### config.mk
export PLATFORM = sky130hd
export DESIGN_NAME = tone_sequencer
export DESIGN_NICKNAME = d
export VERILOG_FILES = /design/src/rtl/tone_sequencer.sv
export SDC_FILE = /design/constraint.sdc
export NUM_CORES = 1
export LEC_CHECK = 0
export BUFFER_PORTS_ARGS = -buffer_cell sky130_fd_sc_hd__buf_2
export CAP_MARGIN = 20
export CORE_MARGIN = 5
export CORE_UTILIZATION = 45
export CTS_CLUSTER_DIAMETER = 120
export CTS_CLUSTER_SIZE = 14
export DETAILED_ROUTE_END_ITERATION = 7
export GPL_ROUTABILITY_DRIVEN = 0
export PLACE_DENSITY = 0.69
export SYNTH_ARGS = -nofsm -noshare
export SYNTH_HDL_FRONTEND = slang
export SYNTH_SLANG_ARGS = --single-unit
### constraint.sdc
create_clock -name clk -period 5.9 [get_ports clk]
set_input_delay 1.18 -clock clk [delete_from_list [all_inputs] [get_ports clk]]
set_output_delay 1.18 -clock clk [all_outputs]
set_load 0.005 [all_outputs]
### src/rtl/tone_sequencer.sv
// Autonomous note player: walks a CPU-loaded note table and programs freqgen
// (divider select, half-period) over its register write bus, one note at a time.
module tone_sequencer #(
  parameter int DEPTH    = 16,
  parameter int TICK_DIV = 1000,
  localparam int IW = $clog2(DEPTH),
  localparam int TW = $clog2(TICK_DIV)
) (
  input  logic          clk,
  input  logic          rst,
  input  logic [15:0]   addr,
  input  logic [15:0]   data,
  input  logic          we,
  output logic [1:0]    fg_addr,
  output logic [15:0]   fg_data,
  output logic          fg_we,
  output logic          busy,
  output logic [IW-1:0] cur_idx,
  output logic          done
);

  typedef enum logic [2:0] {
    IDLE = 3'd0,
    LOAD = 3'd1,
    WDIV = 3'd2,
    WLIM = 3'd3,
    PLAY = 3'd4,
    SIL  = 3'd5
  } state_t;

  state_t state, state_nx;

  logic [15:0] per_mem [DEPTH];
  logic [4:0]  div_mem [DEPTH];
  logic [15:0] dur_mem [DEPTH];

  logic [IW-1:0] wptr;
  logic [IW:0]   len;
  logic          loop;

  // idx is one bit wider than a table index so "len reached" is visible at len == DEPTH
  logic [IW:0]   idx, idx_nx, idx_inc;
  logic [IW-1:0] rd;
  logic [15:0]   pdur, pdur_nx;
  logic [15:0]   dcnt, dcnt_nx;
  logic [TW-1:0] tick, tick_nx;

  logic          fg_we_nx;
  logic [1:0]    fg_addr_nx;
  logic [15:0]   fg_data_nx;
  logic          done_nx;

  logic [2:0]    reg_sel;
  logic          wr_ctrl;
  logic          start;
  logic          stop;
  logic [IW:0]   len_in;
  logic [IW:0]   len_clamped;
  logic          unused_bits;

  assign reg_sel     = addr[2:0];
  assign wr_ctrl     = we && (reg_sel == 3'd0);
  assign start       = wr_ctrl && data[0];
  assign stop        = wr_ctrl && data[1];
  assign len_in      = data[IW:0];
  assign rd          = idx[IW-1:0];
  assign idx_inc     = idx + {{IW{1'b0}}, 1'b1};
  assign cur_idx     = idx[IW-1:0];
  assign unused_bits = ^addr[15:3];

  // LEN writes above the table size saturate at DEPTH
  always_comb begin
    len_clamped = len_in;
    if (len_in > (IW+1)'(DEPTH)) begin
      len_clamped = (IW+1)'(DEPTH);
    end else begin
      len_clamped = len_in;
    end
  end

  // CPU-visible control registers: write pointer, length, loop flag
  always_ff @(posedge clk or negedge rst) begin
    if (!rst) begin
      wptr <= {IW{1'b0}};
      len  <= {(IW+1){1'b0}};
      loop <= 1'b0;
    end else if (we) begin
      case (reg_sel)
        3'd0:    loop <= data[2];
        3'd1:    len  <= len_clamped;
        3'd2:    wptr <= data[IW-1:0];
        3'd5:    wptr <= wptr + {{(IW-1){1'b0}}, 1'b1};
        default: ;
      endcase
    end
  end

  // Note table storage; contents are undefined after reset
  always_ff @(posedge clk) begin
    if (we) begin
      case (reg_sel)
        3'd3:    per_mem[wptr] <= data;
        3'd4:    div_mem[wptr] <= data[4:0];
        3'd5:    dur_mem[wptr] <= data;
        default: ;
      endcase
    end
  end

  // Sequencer next state; fg_* are computed one cycle early so they register in step with the state
  always_comb begin
    state_nx   = state;
    idx_nx     = idx;
    pdur_nx    = pdur;
    dcnt_nx    = dcnt;
    tick_nx    = tick;
    fg_we_nx   = 1'b0;
    fg_addr_nx = 2'd0;
    fg_data_nx = 16'd0;
    done_nx    = 1'b0;

    if (stop) begin
      state_nx   = SIL;
      fg_we_nx   = 1'b1;
      fg_addr_nx = 2'd3;
      fg_data_nx = 16'd0;
      done_nx    = 1'b1;
    end else if (start) begin
      state_nx = LOAD;
      idx_nx   = {(IW+1){1'b0}};
    end else begin
      case (state)
        IDLE: begin
          state_nx = IDLE;
        end
        LOAD: begin
          if (idx >= len) begin
            if (loop) begin
              idx_nx = {(IW+1){1'b0}};
            end else begin
              state_nx   = SIL;
              fg_we_nx   = 1'b1;
              fg_addr_nx = 2'd3;
              fg_data_nx = 16'd0;
              done_nx    = 1'b1;
            end
          end else if (dur_mem[rd] == 16'd0) begin
            idx_nx = idx_inc;
          end else begin
            state_nx   = WDIV;
            pdur_nx    = dur_mem[rd];
            fg_we_nx   = 1'b1;
            fg_addr_nx = 2'd0;
            fg_data_nx = {11'd0, div_mem[rd]};
          end
        end
        WDIV: begin
          state_nx   = WLIM;
          fg_we_nx   = 1'b1;
          fg_addr_nx = 2'd3;
          fg_data_nx = per_mem[rd];
        end
        WLIM: begin
          state_nx = PLAY;
          tick_nx  = {TW{1'b0}};
          dcnt_nx  = 16'd0;
        end
        PLAY: begin
          if (tick == TW'(TICK_DIV - 1)) begin
            tick_nx = {TW{1'b0}};
            if (dcnt == (pdur - 16'd1)) begin
              state_nx = LOAD;
              // wrap straight to entry 0 so looping costs no extra LOAD cycle
              if (loop && (idx_inc >= len)) begin
                idx_nx = {(IW+1){1'b0}};
              end else begin
                idx_nx = idx_inc;
              end
            end else begin
              dcnt_nx = dcnt + 16'd1;
            end
          end else begin
            tick_nx = tick + {{(TW-1){1'b0}}, 1'b1};
          end
        end
        SIL: begin
          state_nx = IDLE;
        end
        default: begin
          state_nx = IDLE;
        end
      endcase
    end
  end

  // Sequencer state, counters and registered outputs
  always_ff @(posedge clk or negedge rst) begin
    if (!rst) begin
      state   <= IDLE;
      idx     <= {(IW+1){1'b0}};
      pdur    <= 16'd0;
      dcnt    <= 16'd0;
      tick    <= {TW{1'b0}};
      fg_we   <= 1'b0;
      fg_addr <= 2'd0;
      fg_data <= 16'd0;
      done    <= 1'b0;
      busy    <= 1'b0;
    end else begin
      state   <= state_nx;
      idx     <= idx_nx;
      pdur    <= pdur_nx;
      dcnt    <= dcnt_nx;
      tick    <= tick_nx;
      fg_we   <= fg_we_nx;
      fg_addr <= fg_addr_nx;
      fg_data <= fg_data_nx;
      done    <= done_nx;
      busy    <= (state_nx != IDLE);
    end
  end

endmodule

==> results.py, run 1 <==
metrics = {
    "min_path": {
        "min_path_type": "flop to flop",
        "min-delay-start": "len[1]",
        "min_path_cells": 2,
    },
    "power": {
        "power_frac_comb_pct": 22.6,
        "switching_share_pct": 28.0,
        "pwr-share-clk_pct": 28.6,
        "p_per_area_mw_per_mm2": 384,
        "ir_drop_mv": 0.278,
        "p_leak_uw": 0.00993,
        "seq_power_share_pct": 48.8,
        "p_sw_uw": 3240,
        "power_uw": 11600,
        "internal_power_uw": 8330,
    },
    "clock_network": {
        "htree_levels": 2,
        "clock_sinks": 672,
        "numCtsBuffers": 53,
        "ctsHoldBuffers": 0,
        "cts_setup_buffers": 0,
        "clock_path_buffers": 3,
        "cts_tree": "yes",
        "clkSlewWorstSetupHoldPaths_ns": 0.08,
        "cts_resized": 0,
        "root_buffer": "clkbuf_16",
        "clock_latency_ns": 0.63,
    },
    "timing": {
        "relSlewSlack_pct": 26.6,
        "max_freq_ghz": 0.224,
        "period_share_pct": 75.6,
        "max_slew.worst_pin.slew_ns": 1.10,
        "final.setup_skew_ns": 0.0341,
        "fin_crit_ns": 4.46,
        "slew_viol_final": 0,
        "finalSetupTns_ns": 0,
        "setup_viol": 0,
        "rsz0062_at_grt": "false",
        "hold_viol_final": 0,
    },
    "outcome": {
        "status": "finished, final reports clean",
    },
    "synthesis": {
        "synth_fp_nets": 1551,
        "async_flop_share_pct": 11.9,
        "synth_cells": 1498,
        "ys.flop_type": "edfxtp_1",
        "synth_cell_types": 68,
        "yosys_warnings": 0,
        "synthXorXnorAreaFrac_pct": 0.838,
        "synthMuxAreaShare_pct": 14.4,
        "syn_area_per_cell_um2": 18.1,
        "synth_top_family_by_area": "multiplexers",
        "synth_seq_area_share_pct": 72.8,
        "synthAdderAreaFrac_pct": 0.829,
        "synth_compound_area_share_pct": 4.57,
        "syn_area_mm2": 0.0272,
        "yosys_register_bits": 672,
        "synth-simple-area-share_pct": 5.13,
        "synth_edf_count": 592,
    },
    "detailed_routing": {
        "wirelength_um": 60600,
        "avgRoutedWirePerCell_um": 25.2,
        "remaining_drc_errors": 0,
        "avgViaCountPerCell": 5.88,
        "vias": 14100,
        "drt_first_iter_violations": 1273,
        "ant_nets": 0,
        "first_pass_iters": 5,
    },
    "floorplanning": {
        "ioPinCount": 60,
        "die_w_um": 256,
        "placementRows": 90,
        "core_mm2": 0.0601,
        "die_h_um": 256,
        "start_util_pct": 45.2,
        "design.die.area_mm2": 0.0654,
    },
    "setup_path": {
        "ff2ff_setup_slack_ns": 1.44,
        "startpoint": "idx[1]",
        "worstPathArrival_ns": 4.95,
        "worstReg2RegEnd": "pdur[12]",
        "worstSetupPathType": "flop to flop",
        "cp_max_fo": 55,
        "critPathCaptureType": "flop",
        "cp.required_ns": 6.39,
        "critPathLaunchType": "flop",
        "endpoint": "pdur[12]",
        "worst-r2r-cell-count": 9,
        "critical-path-max-stage-delay_ns": 0.97,
        "r2r_start": "idx[1]",
        "cp_slowest_cell": "dfrtp_4",
        "path_cells": "and2_1 -> a221oi_1 -> o21ai_0 -> nand2_1 -> or4_1 -> o31a_1 -> nand4_1 -> buf_4 -> mux2_2",
    },
    "global_routing": {
        "globalRouteMet2Util_pct": 31.5,
        "overflow": 0,
        "grtUsageMet3_pct": 3.05,
        "antenna_found_initial": 2,
        "grt_max_degree": 66,
        "grt_pass1_wl_um": 91500,
        "grt-busiest-layer": "met2",
        "grt.total_usage_pct": 18.2,
        "grtUsageMet1_pct": 25.1,
        "grt_pass1_vias": 14500,
    },
    "placement": {
        "place_area_mm2": 0.0285,
        "port_buffers": 46,
        "hpwl_um": 34900,
    },
    "finish": {
        "drive_gt1_share_pct": 21.9,
        "synthToLayoutAreaGrowth_pct": 11.0,
        "diodes": 0,
        "final_common_cell": "edfxtp_1",
        "fin_area_mm2": 0.0302,
        "final_cell_mix": "edfxtp_1, mux4_2, mux2i_1, dfrtp_1, nand2_1",
        "fin_nets": 1629,
    },
    "flow_run": {
        "cap_violations": 0,
    },
}
-- power by group through the flow --
| stage | Sequential (uW) | Clock, uW | Combinational [uW] |
|---|---|---|---|
| after floorplan | 5540 | 0 | 2100 |
| final | 5650 | 3320 | 2610 |
| after detailed placement | 5760 | 0 | 2640 |
| after global placement | 5750 | 0 | 2590 |
| after CTS | 5660 | 3370 | 2650 |
| after global routing | 5680 | 3580 | 2840 |
-- registers in the layout, indices dropped and copies added, names as in the netlist --
signal,cells
div_mem,80
fg_data,16
len,5
wptr,4
idx,5
per_mem,256
loop,1
tick,10
dur_mem,256
busy,1
pdur,16
done,1
fg_we,1
dcnt,16
state,3
fg_addr,1
-- synth_stat cells (all sizes together) (2+ instances only) --
| master | n | area share, % |
|---|---|---|
| mux2 | 21 | 0.87 |
| inv | 17 | 0.23 |
| nand4 | 6 | 0.14 |
| o2bb2ai | 2 | 0.064 |
| or4 | 7 | 0.21 |
| nand2b | 16 | 0.37 |
| nand2 | 75 | 1.0 |
| nor2 | 77 | 1.1 |
| edfxtp | 592 | 65 |
| mux4 | 129 | 11 |
| a22oi | 13 | 0.36 |
| and2 | 6 | 0.14 |
| o221ai | 10 | 0.32 |
| nand4b | 2 | 0.064 |
| o21a | 3 | 0.083 |
| nor4 | 9 | 0.21 |
| xor2 | 16 | 0.52 |
| o31a | 2 | 0.064 |
| nand3b | 4 | 0.11 |
| clkbuf | 45 | 0.62 |
| ha | 18 | 0.83 |
| a31oi | 3 | 0.069 |
| nor2b | 9 | 0.21 |
| or3b | 2 | 0.064 |
| o21ai | 58 | 1.1 |
| o2111ai | 6 | 0.22 |
| nor3b | 5 | 0.14 |
| or3 | 8 | 0.18 |
| a31o | 2 | 0.064 |
| o22ai | 4 | 0.092 |
| a21oi | 23 | 0.42 |
| o311ai | 2 | 0.064 |
| o31ai | 3 | 0.083 |
| nor3 | 7 | 0.15 |
| nand3 | 26 | 0.50 |
| buf | 32 | 0.64 |
| a221oi | 32 | 1.0 |
| and3 | 16 | 0.37 |
| dfrtp | 80 | 7.4 |
| a21boi | 2 | 0.055 |
| mux2i | 76 | 2.8 |
| xnor2 | 10 | 0.32 |
| o211ai | 7 | 0.21 |
| or2 | 2 | 0.046 |
-- per-stage QoR --
| stage | utilization [%] | instances | hold WS [ns] | setup WS (ns) |
|---|---|---|---|---|
| final | 50.2 | 2401 | 0.485 | 1.44 |
| after global routing | 50.2 | 2401 | 0.515 | 1.24 |
| after CTS | 50.0 | 2396 | 0.486 | 1.45 |
| after detailed placement | 47.5 | 2298 | 0.467 | 1.49 |
| after global placement | 47.4 | 2295 | 0.466 | 1.54 |
| after floorplan | - | 1498 | 0.439 | 1.72 |
-- critical path, delay by kind of cell (launching register included) --
family,cells,cell delay [ns]
DFF,1,0.97
and+or+nand+nor,4,1.61
muxes,1,0.40
AOI/OAI and AO/OA,3,0.91
buffers and inverters,1,0.37
-- layout make-up --
class                           instances  area (um2)
Clock buffer                           95        1480
Clock inverter                          3        58.8
Fill cell                            4865       30000
Inverter                               17        63.8
Multi-Input combinational cell        732        7080
Sequential cell                       672       19800
Tap cell                              782         978
Timing Repair Buffer                  100         713
-- routing by layer --
metal  routed length (um)  share of wire [%]
met5                   12              0.020
met4                  733                1.2
met3                 4440                7.3
met2                31200                 51
met1                24300                 40
-- cell families after synthesis --
logic type | Yosys count
XOR/XNOR | 26
flip-flops | 672
adder cells (fa/ha/maj) | 18
buffers and inverters | 94
multiplexers | 226
AO/OA/AOI/OAI | 181
AND/OR/NAND/NOR | 281
-- worst min-delay path by stage --
stage | slack [ns] | endpoint
finish | 0.48 | len[1]
global route | 0.51 | tick[9]
CTS | 0.49 | tick[9]
detailed placement | 0.47 | tick[9]
global placement | 0.47 | len[3]
floorplan | 0.44 | tick[9]
Power figures use the tool's default switching activity.
==> run 2: changes to the inputs <==
- ABC_AREA: unset -> 1
- PLACE_DENSITY: 0.69 -> 0.68
- clock period: 5.9 -> 4.2 ns (I/O delays scaled with it)
==> run 2 against run 1 <==
Critical path depth increased by 6. First-iteration DRC count increased by 54%. Final cell count increased by 43%.
==> results.py, run 2 <==
metrics = {
    "setup_path": {
        "path_buf_inv": 2,
        "cp_max_fo": 97,
        "critical-path-max-stage-delay_ns": 0.78,
        "path_cells": "buf_4 -> nor2_1 -> nor2_1 -> o21ai_0 -> nand3_1 -> nand2_1 -> nand2_1 -> nor2_1 -> nand2_1 -> nor2_1 -> nand2_2 -> nand4_2 -> inv_2 -> nand2_1 -> o21ai_1",
        "path_delay_family": "buffers and inverters",
        "worst-r2r-cell-count": 15,
        "path_depth": 15,
        "worstSetupPathType": "flop to flop",
        "endpoint": "pdur[3]",
        "cp_slowest_cell": "buf_4",
        "worstReg2RegEnd": "pdur[3]",
        "critPathLaunchType": "flop",
        "r2r_start": "idx[0]",
        "cp.required_ns": 4.73,
        "worstPathArrival_ns": 3.89,
        "startpoint": "idx[0]",
        "critPathCaptureType": "flop",
        "ff2ff_setup_slack_ns": 0.84,
    },
    "clock_network": {
        "cts_resized": 0,
        "root_buffer": "clkbuf_16",
        "numCtsBuffers": 53,
        "htree_levels": 2,
        "cts_tree": "yes",
        "ctsHoldBuffers": 0,
        "clock_latency_ns": 0.62,
        "clock_sinks": 672,
        "clkSlewWorstSetupHoldPaths_ns": 0.07,
        "clock_path_buffers": 3,
        "cts_setup_buffers": 0,
    },
    "synthesis": {
        "synth_fp_nets": 2567,
        "synth_top_area_cell": "edfxtp_1",
        "ys_top_cells_by_area": "edfxtp_1, nand2_1, dfrtp_1",
        "yosys_register_bits": 672,
        "yosysMostFrequentCell": "edfxtp_1",
        "synth_cell_types": 50,
        "synth_seq_area_share_pct": 70.0,
        "yosys_warnings": 0,
        "syn_area_per_cell_um2": 11.2,
        "synth_top_area_share_pct": 62.9,
        "yosys-top-cells-count": "edfxtp_1, nand2_1, nor2_1, o21ai_0, nand3_1",
        "synth_cells": 2514,
        "ys.flop_type": "edfxtp_1",
        "syn_area_mm2": 0.0283,
        "synth_edf_count": 592,
        "async_flop_share_pct": 11.9,
    },
    "power": {
        "power_uw": 18300,
        "ir_drop_mv": 0.427,
        "p_leak_uw": 0.0112,
        "p_per_area_mw_per_mm2": 589,
    },
    "global_routing": {
        "grt_pass1_vias": 18600,
        "grt.total_usage_pct": 20.9,
        "antenna_found_initial": 0,
        "grt_max_degree": 123,
        "overflow": 0,
        "grt_pass1_wl_um": 109000,
    },
    "detailed_routing": {
        "drt_first_iter_violations": 1956,
        "ant_nets": 0,
        "first_pass_iters": 5,
        "wirelength_um": 71600,
        "avgRoutedWirePerCell_um": 20.9,
        "vias": 19100,
        "avgViaCountPerCell": 5.57,
        "remaining_drc_errors": 0,
    },
    "timing": {
        "slew_viol_final": 0,
        "hold_viol_final": 0,
        "finalSetupTns_ns": 0,
        "setup_viol": 0,
        "relSlewSlack_pct": 27.8,
        "period_share_pct": 79.9,
        "max_slew.worst_pin.slew_ns": 1.08,
        "max_freq_ghz": 0.298,
        "fin_crit_ns": 3.36,
        "rsz0062_at_grt": "false",
        "final.setup_skew_ns": 0.0159,
    },
    "placement": {
        "hpwl_um": 40700,
        "port_buffers": 46,
    },
    "finish": {
        "final_common_cell": "edfxtp_1",
        "fin_nets": 2604,
        "drive_gt1_share_pct": 7.56,
        "synthToLayoutAreaGrowth_pct": 9.72,
        "largestRegisters": "dur_mem: 256 flops, per_mem: 256 flops, div_mem: 80 flops",
        "final_cell_mix": "edfxtp_1, nand2_1, nor2_1, o21ai_0, nand3_1",
    },
    "floorplanning": {
        "design.die.area_mm2": 0.0679,
        "core_mm2": 0.0619,
        "placementRows": 91,
        "start_util_pct": 45.6,
        "ioPinCount": 60,
        "die_h_um": 261,
        "die_w_um": 261,
    },
    "flow_run": {
        "cap_violations": 0,
    },
    "min_path": {
        "min_path_type": "input port to asynchronous set/reset pin",
    },
    "outcome": {
        "status": "finished, final reports clean",
    },
}
==> run 2: where the power goes <==
part | switching [uW] | internal (uW) | leakage [uW]
clock network | 2250 | 2390 | 0.000721
registers | 285 | 7530 | 0.00637
logic | 4140 | 1680 | 0.00414
total | 6680 | 11600 | 0.0112
==> run 2: how the worst min path moves through the flow <==
stage | from | end | slack [ns]
5_1_grt | rst | fg_data[15] | 0.42
2_1_floorplan | tick[9] | tick[9] | 0.45
4_1_cts | rst | fg_data[15] | 0.38
3_5_place_dp | tick[9] | tick[9] | 0.49
3_3_place_gp | tick[9] | tick[9] | 0.49
6_report | rst | fg_data[15] | 0.38
==> run 2: kinds of logic after synthesis <==
group	count (synthesis)	share of synthesized area, %
XOR/XNOR	21	0.651
buffers and inverters	256	3.79
AND/OR/NAND/NOR	1151	16.7
adder cells (fa/ha/maj)	18	0.797
flip-flops	672	70.0
AO/OA/AOI/OAI	396	8.12
==> run 2: metal layers <==
| metal | up-vias | global-route usage (%) | part of all wire, % |
|---|---|---|---|
| li1 | 8877 | - | - |
| met1 | 9323 | 29.2 | 42 |
| met2 | 783 | 34.5 | 48 |
| met3 | 135 | 3.08 | 7.6 |
| met4 | 0 | 5.99 | 2.6 |
| met5 | - | 0 | 0 |
==> run 2: per-stage QoR <==
step	hold WS, ns	instance area (um2)	cells	setup slack (ns)	utilization [%]
finish	0.382	31000	3432	0.844	50.1
CTS	0.384	31000	3431	0.839	50.1
floorplan	0.455	28300	2514	1.43	-
global route	0.423	31000	3431	0.456	50.1
global placement	0.490	29500	3333	0.894	47.6
detailed placement	0.491	29500	3333	0.816	47.6
==> run 2: final cells by class <==
class                           count  area, um2
Sequential cell                   672      19800
Clock inverter                      3       41.3
Tap cell                          837       1050
Clock buffer                       95       1480
Multi-Input combinational cell   1586       7430
Fill cell                        5398      30900
Antenna cell                        1       2.50
Timing Repair Buffer              110        738
Inverter                          128        489
